<file path="src/rtl/cosim_msg_deserializer.sv">
// Byte-stream to message deserializer with HOLD backpressure.
// Optional ByteInLast framing check: COSIM_DESER_FRAME_CHECK_EN.
module cosim_msg_deserializer #(
  parameter int MSG_SIZE_BITS = 32
) (
  input  logic                     clk,
  input  logic                     rst,
  input  logic                     ByteInValid,
  output logic                     ByteInReady,
  input  logic [7:0]               ByteIn,
  input  logic                     ByteInLast,
  output logic                     DataOutValid,
  input  logic                     DataOutReady,
  output logic [MSG_SIZE_BITS-1:0] DataOut,
  output logic                     FrameError
);

  localparam int MSG_SIZE_BYTES = (MSG_SIZE_BITS + 7) / 8;
  localparam int MSG_SIZE_BITS_DIFF = MSG_SIZE_BITS % 8;
  localparam int TOP_BITS =
    (MSG_SIZE_BITS_DIFF == 0) ? 8 : MSG_SIZE_BITS_DIFF;
  localparam int IDXW =
    (MSG_SIZE_BYTES > 1) ? $clog2(MSG_SIZE_BYTES) : 1;
  localparam logic [IDXW-1:0] IDX_LAST = IDXW'(MSG_SIZE_BYTES - 1);

  if (MSG_SIZE_BITS < 1) begin : g_bad_size
    $error("MSG_SIZE_BITS must be at least 1");
  end

  typedef enum logic [1:0] {
    COLLECT = 2'd0,
    HOLD    = 2'd1,
    DISCARD = 2'd2
  } state_t;

  state_t                   state_q, state_d;
  logic [IDXW-1:0]          idx_q, idx_d;
  logic [MSG_SIZE_BITS-1:0] buf_q, buf_d;
  logic                     valid_q, valid_d;
  logic                     ferr_q, ferr_d;
  logic                     acc;
  logic                     at_last;

  // Ready is a pure decode of registered state.
  assign ByteInReady  = (state_q != HOLD);
  assign acc          = ByteInValid && ByteInReady;
  assign at_last      = (idx_q == IDX_LAST);
  assign DataOutValid = valid_q;
  assign DataOut      = buf_q;
  assign FrameError   = ferr_q;

  // Next-state, byte placement and framing decisions.
  always_comb begin
    state_d = state_q;
    idx_d   = idx_q;
    buf_d   = buf_q;
    valid_d = valid_q;
    ferr_d  = 1'b0;
    unique case (state_q)
      COLLECT: begin
        if (acc) begin
          for (int i = 0; i < MSG_SIZE_BITS; i++) begin
            if (int'(idx_q) == i / 8 &&
                (i / 8 < MSG_SIZE_BYTES - 1 || i % 8 < TOP_BITS))
              buf_d[i] = ByteIn[i % 8];
          end
`ifdef COSIM_DESER_FRAME_CHECK_EN
          if (at_last) begin
            idx_d = '0;
            if (ByteInLast) begin
              state_d = HOLD;
              valid_d = 1'b1;
            end else begin
              state_d = DISCARD;
              ferr_d  = 1'b1;
            end
          end else if (ByteInLast) begin
            idx_d  = '0;
            ferr_d = 1'b1;
          end else begin
            idx_d = idx_q + IDXW'(1);
          end
`else
          if (at_last) begin
            idx_d   = '0;
            state_d = HOLD;
            valid_d = 1'b1;
          end else begin
            idx_d = idx_q + IDXW'(1);
          end
`endif
        end
      end
      HOLD: begin
        if (DataOutReady) begin
          valid_d = 1'b0;
          state_d = COLLECT;
        end
      end
      DISCARD: begin
        if (acc && ByteInLast)
          state_d = COLLECT;
      end
      default: begin
        state_d = COLLECT;
        idx_d   = '0;
        valid_d = 1'b0;
      end
    endcase
  end

  // State, counter, buffer and registered outputs.
  always_ff @(posedge clk or negedge rst) begin
    if (!rst) begin
      state_q <= COLLECT;
      idx_q   <= '0;
      buf_q   <= '0;
      valid_q <= 1'b0;
      ferr_q  <= 1'b0;
    end else begin
      state_q <= state_d;
      idx_q   <= idx_d;
      buf_q   <= buf_d;
      valid_q <= valid_d;
      ferr_q  <= ferr_d;
    end
  end

endmodule

</file>
<file path="config.mk">
export PLATFORM = sky130hd
export DESIGN_NAME = cosim_msg_deserializer
export DESIGN_NICKNAME = d
export VERILOG_FILES = /design/src/rtl/cosim_msg_deserializer.sv
export SDC_FILE = /design/constraint.sdc
export NUM_CORES = 1
export LEC_CHECK = 0
export ABC_AREA = 1
export CORE_MARGIN = 2
export CORE_UTILIZATION = 45
export CTS_CLUSTER_DIAMETER = 80
export DETAILED_ROUTE_END_ITERATION = 12
export PLACE_DENSITY = 0.81
export SLEW_MARGIN = 10
export SYNTH_ARGS = -nofsm -noshare
export SYNTH_HDL_FRONTEND = slang
export SYNTH_SLANG_ARGS = --single-unit
</file>
<file path="constraint.sdc">
create_clock -name clk -period 1.8 [get_ports clk]
set_clock_uncertainty 0.1 [all_clocks]
set_input_delay 0.36 -clock clk [delete_from_list [all_inputs] [get_ports clk]]
set_output_delay 0.36 -clock clk [all_outputs]
set_load 0.05 [all_outputs]
</file>
==> results of run 1 <==
-- through the flow --
stage	setup slack, ns	cells	util	cell area [µm²]	hold WS, ns
after floorplan	0.264	165	-	1580	-0.0356
after global placement	0.0474	247	0.581	1950	0.360
after detailed placement	0.0338	247	0.581	1950	0.362
after CTS	0.0825	255	0.597	2010	0.336
after global routing	0.0518	255	0.597	2010	0.330
final	0.194	255	0.597	2010	0.323
-- cell usage after synthesis --
library cell and number:
inv_1 2, nand3_1 4, buf_6 7, nand3_4 2, nor2_1 1, buf_4 3, nand2_1 69, dfrtp_1 35
buf_2 3, o21ai_0 1, inv_2 1, conb_1 1, ha_1 4, nand4_1 32
-- final timing paths --
check	to	slack, ns	cells past startpoint
max	ByteInReady	0.19	2
min	DataOut[11]	0.32	2
min reg2reg	DataOut[27]	0.38	2
max reg2reg	DataOut[5]	0.26	5
min in group clk	DataOut[27]	0.38	2
max in group asynchronous	DataOut[18]	0.96	2
-- final cells by class --
cell class	count	area, µm²	share of cell area
flip-flops and latches	35	876	0.436
repair buffers	49	433	0.215
inverters	3	13.8	0.00685
clock inverters	3	15.0	0.00747
well taps	46	57.6	0.0286
multi-input cells	114	577	0.287
clock buffers	5	37.5	0.0187
-- worst max-delay path, delay by kind of cell, from the launching register on --
family | cells | cell delay, ns
flip-flops | 1 | 0.43
buffers and inverters | 2 | 0.39
-- cell families after synthesis --
logic type | synth area share
fa+ha+maj | 0.0317
buf+inv | 0.0808
other cells | 0.00237
simple gates | 0.328
flops | 0.554
compound gates | 0.00316
-- registers in the layout (all words and copies together), names as in the netlist --
| name | flops |
|---|---|
| DataOut | 32 |
| idx_q | 2 |
| DataOutValid | 1 |
-- layer usage --
metal,up-vias,GRT usage,share of wire
met5,-,0,0
met4,0,0.0761,0.024
met3,8,0.0518,0.064
met2,55,0.291,0.47
met1,607,0.257,0.44
li1,645,-,-
==> flow_summary_export.csv, run 1 <==
group,metric,value,unit
clocking,clk_pin_slew_worst_paths,0.11,ns
critical_path,worstPathRequired,1.34,ns
synth,synth_area_per_cell,9.58,µm²
timing,fmax,0.623,GHz
min_path,hold_class,"primary input to asynchronous set/reset pin",
timing,finalSetupViolCount,0,
global_route,grt_overflow,0,
cells_and_area,final_cell_mix,"69 x nand2_1, 35 x dfrtp_1, 35 x buf_4, 32 x nand4_1, 11 x clkdlybuf4s50_1",
die,fp.dieW,63.3,µm
timing,period_share,0.892,
critical_path,path_max_fanout,21,
cells_and_area,area_growth,27.2,%
global_route,grt_pass1_wl,5750,µm
critical_path,cp-startpoint,"DataOutValid",
route,dr.pass1.iters,4,
route,drt_iter0_drc,77,
die,die_area,4000,µm²
critical_path,cp_slowest_stage_delay,0.43,ns
synth,synthCells,165,
timing,min_period,1.61,ns
cells_and_area,fillers,325,
clocking,cts_buffer_depth,2,
place,portBuffers,45,
synth,synthDistinctLibCells,14,
synth,synthTopCellsByArea,"dfrtp_1 55%, nand2_1 16%, nand4_1 13%",
timing,rsz0062_at_grt,"false",
clocking,cts_sinks,35,
synth,ys_ff_latch,35,
route,remaining_drc_errors,0,
route,vias,1315,
place,dp_hpwl,2350,µm
global_route,grt_max_degree,40,
critical_path,crit_chain,"inv_4 -> buf_12",
critical_path,critical-path-slowest-cell,"dfrtp_1",
timing,finalHoldViolations,0,
clocking,cts_tree,"built",
die,initial_utilization,0.470,
clocking,cts_buffers,5,
clocking,htree_levels,2,
clocking,cts_resized,0,
cells_and_area,final_common_cell,"nand2_1",
die,fp.coreArea,3360,µm²
critical_path,setup.worst_path.end_class,"output port",
critical_path,cp.arrival,1.15,ns
route,routedWlPerCell,13.7,µm
synth,yosysTopAreaCell,"dfrtp_1",
cells_and_area,diodes,0,
die,ios,48,
synth,ys_seq_area_frac,0.554,
synth,synth_top_area_share,0.554,
global_route,grt_pass1_vias,1169,
global_route,grtUsageTotal,0.190,
route,viasPerCell,5.16,
clocking,root_buffer,"clkbuf_4",
cells_and_area,finalNetCount,225,
critical_path,critPathKind,"flip-flop to output port",
place,gp_congestion,0.768,
critical_path,start_kind,"flip-flop",
die,die_h,63.3,µm
route,ant_nets,0,
timing,final_max_slew_viol_count,0,
cells_and_area,drive_gt1_frac,0.234,
clocking,clock_latency,0.32,ns
synth,netlist_area,1580,µm²
synth,synth_nets,182,
critical_path,reg2reg_from,"idx_q[0]",
outcome,status,"complete, no violations",
global_route,antenna_found_initial,0,
clocking,ctsHoldBuffers,0,
job,cap_violations,0,
timing,finalSetupTns,0,ns
synth,synth_warnings,0,
die,num_rows,21,
route,wl,3490,µm
clocking,cts_setup_buffers,0,
Power of run 1 is not shown: default switching activity piles up to over one toggle a cycle in this logic, so the estimate is an artifact.
==> inputs of run 2 (changes only) <==
- MAX_ROUTING_LAYER: not set -> met4
==> run 2 against run 1 <==
Sequential share of layout area did not move. Clock-buffer cell count did not move. Utilization did not move. Worst hold slack got worse by 0.0046 ns.
==> flow_summary_export.csv, run 2 (synthesis gave the netlist of run 1 again) <==
group,metric,value,unit
outcome,status,"complete, no violations",
critical_path,cp.arrival,1.15,ns
cells_and_area,drive_gt1_frac,0.234,
global_route,grt_pass1_wl,5750,µm
clocking,htree_levels,2,
die,fp.dieW,63.3,µm
critical_path,start_kind,"flip-flop",
clocking,cts_resized,0,
timing,fmax,0.622,GHz
place,portBuffers,45,
cells_and_area,fillers,325,
cells_and_area,finalNetCount,225,
place,gp_congestion,0.778,
die,ios,48,
cells_and_area,diodes,0,
clocking,cts_buffers,5,
clocking,ctsHoldBuffers,0,
clocking,cts_setup_buffers,0,
critical_path,rr_worst_depth,5,
global_route,grt_overflow,0,
timing,finalSetupTns,0,ns
cells_and_area,area_growth,27.2,%
global_route,antenna_found_initial,0,
die,die_area,4000,µm²
clocking,cts_sinks,35,
global_route,grt_pass1_vias,1169,
global_route,grt_max_degree,40,
clocking,clock_latency,0.32,ns
die,die_h,63.3,µm
route,viasPerCell,5.12,
place,pre_cts_slack,0.0338,ns
die,initial_utilization,0.470,
cells_and_area,seq_area,876,µm²
place,dp_hpwl,2350,µm
place,dpl.cell_count,247,
route,remaining_drc_errors,0,
clocking,cts_buffer_depth,2,
timing,rsz0062_at_grt,"false",
timing,finalHoldViolations,0,
timing,min_period,1.61,ns
route,drt_iter0_drc,89,
timing,finalSetupViolCount,0,
cells_and_area,instances_no_fill,255,
job,cap_violations,0,
critical_path,setup.worst_path.end_class,"output port",
die,fp.coreArea,3360,µm²
clocking,clk_pin_slew_worst_paths,0.11,ns
route,wl,3470,µm
timing,holdWs,0.318,ns
cells_and_area,final_cell_mix,"69 x nand2_1, 35 x dfrtp_1, 35 x buf_4, 32 x nand4_1, 11 x clkdlybuf4s50_1",
clocking,cts_tree,"built",
timing,period_share,0.893,
critical_path,worstPathRequired,1.34,ns
global_route,grtUsageTotal,0.195,
timing,setup_slack,0.192,ns
die,num_rows,21,
critical_path,path_max_fanout,21,
cells_and_area,multi_input_area,577,µm²
timing,final_max_slew_viol_count,0,
route,ant_nets,0,
route,routedWlPerCell,13.6,µm
clocking,root_buffer,"clkbuf_4",
critical_path,critPathKind,"flip-flop to output port",
cells_and_area,largest_register_ffs,32,
min_path,hold_class,"primary input to asynchronous set/reset pin",
cells_and_area,final_common_cell,"nand2_1",
route,dr.pass1.iters,4,
route,vias,1306,
## run 2: layer usage
layer  vias up  GRT usage  share of wire
met1       606      0.258           0.44
met5         -          -              0
li1        643          -              -
met4         0     0.0924          0.026
met2        48      0.291           0.47
met3         9     0.0357          0.058
## run 2: cell type report
| type | count | share of cell area |
|---|---|---|
| sequential | 35 | 0.436 |
| multi-input combinational | 114 | 0.287 |
| timing repair buffer | 49 | 0.215 |
| tap | 46 | 0.0286 |
| clock buffer | 5 | 0.0187 |
| clock inverter | 3 | 0.00747 |
| inverter | 3 | 0.00685 |
## run 2: worst paths after layout
kind / from / to / slack [ns]
max: DataOutValid / ByteInReady / 0.19
min: rst / DataOut[2] / 0.32
max reg2reg: idx_q[0] / DataOut[0] / 0.25
min reg2reg: DataOut[27] / DataOut[27] / 0.38
max in group asynchronous: rst / DataOut[18] / 0.96
min in group clk: DataOut[27] / DataOut[27] / 0.38
## run 2: worst max-delay path: stages (launching register included)
cell     delay (ns)
dfrtp_1        0.43
inv_4          0.22
buf_12         0.17
## run 2: stage by stage
| stage | cell area [µm²] | util |
|---|---|---|
| after global routing | 2010 | 0.597 |
| after CTS | 2010 | 0.597 |
| after detailed placement | 1950 | 0.581 |
| final | 2010 | 0.597 |
| after floorplan | 1580 | - |
| after global placement | 1950 | 0.581 |
Power of run 2 is left out for the same reason.
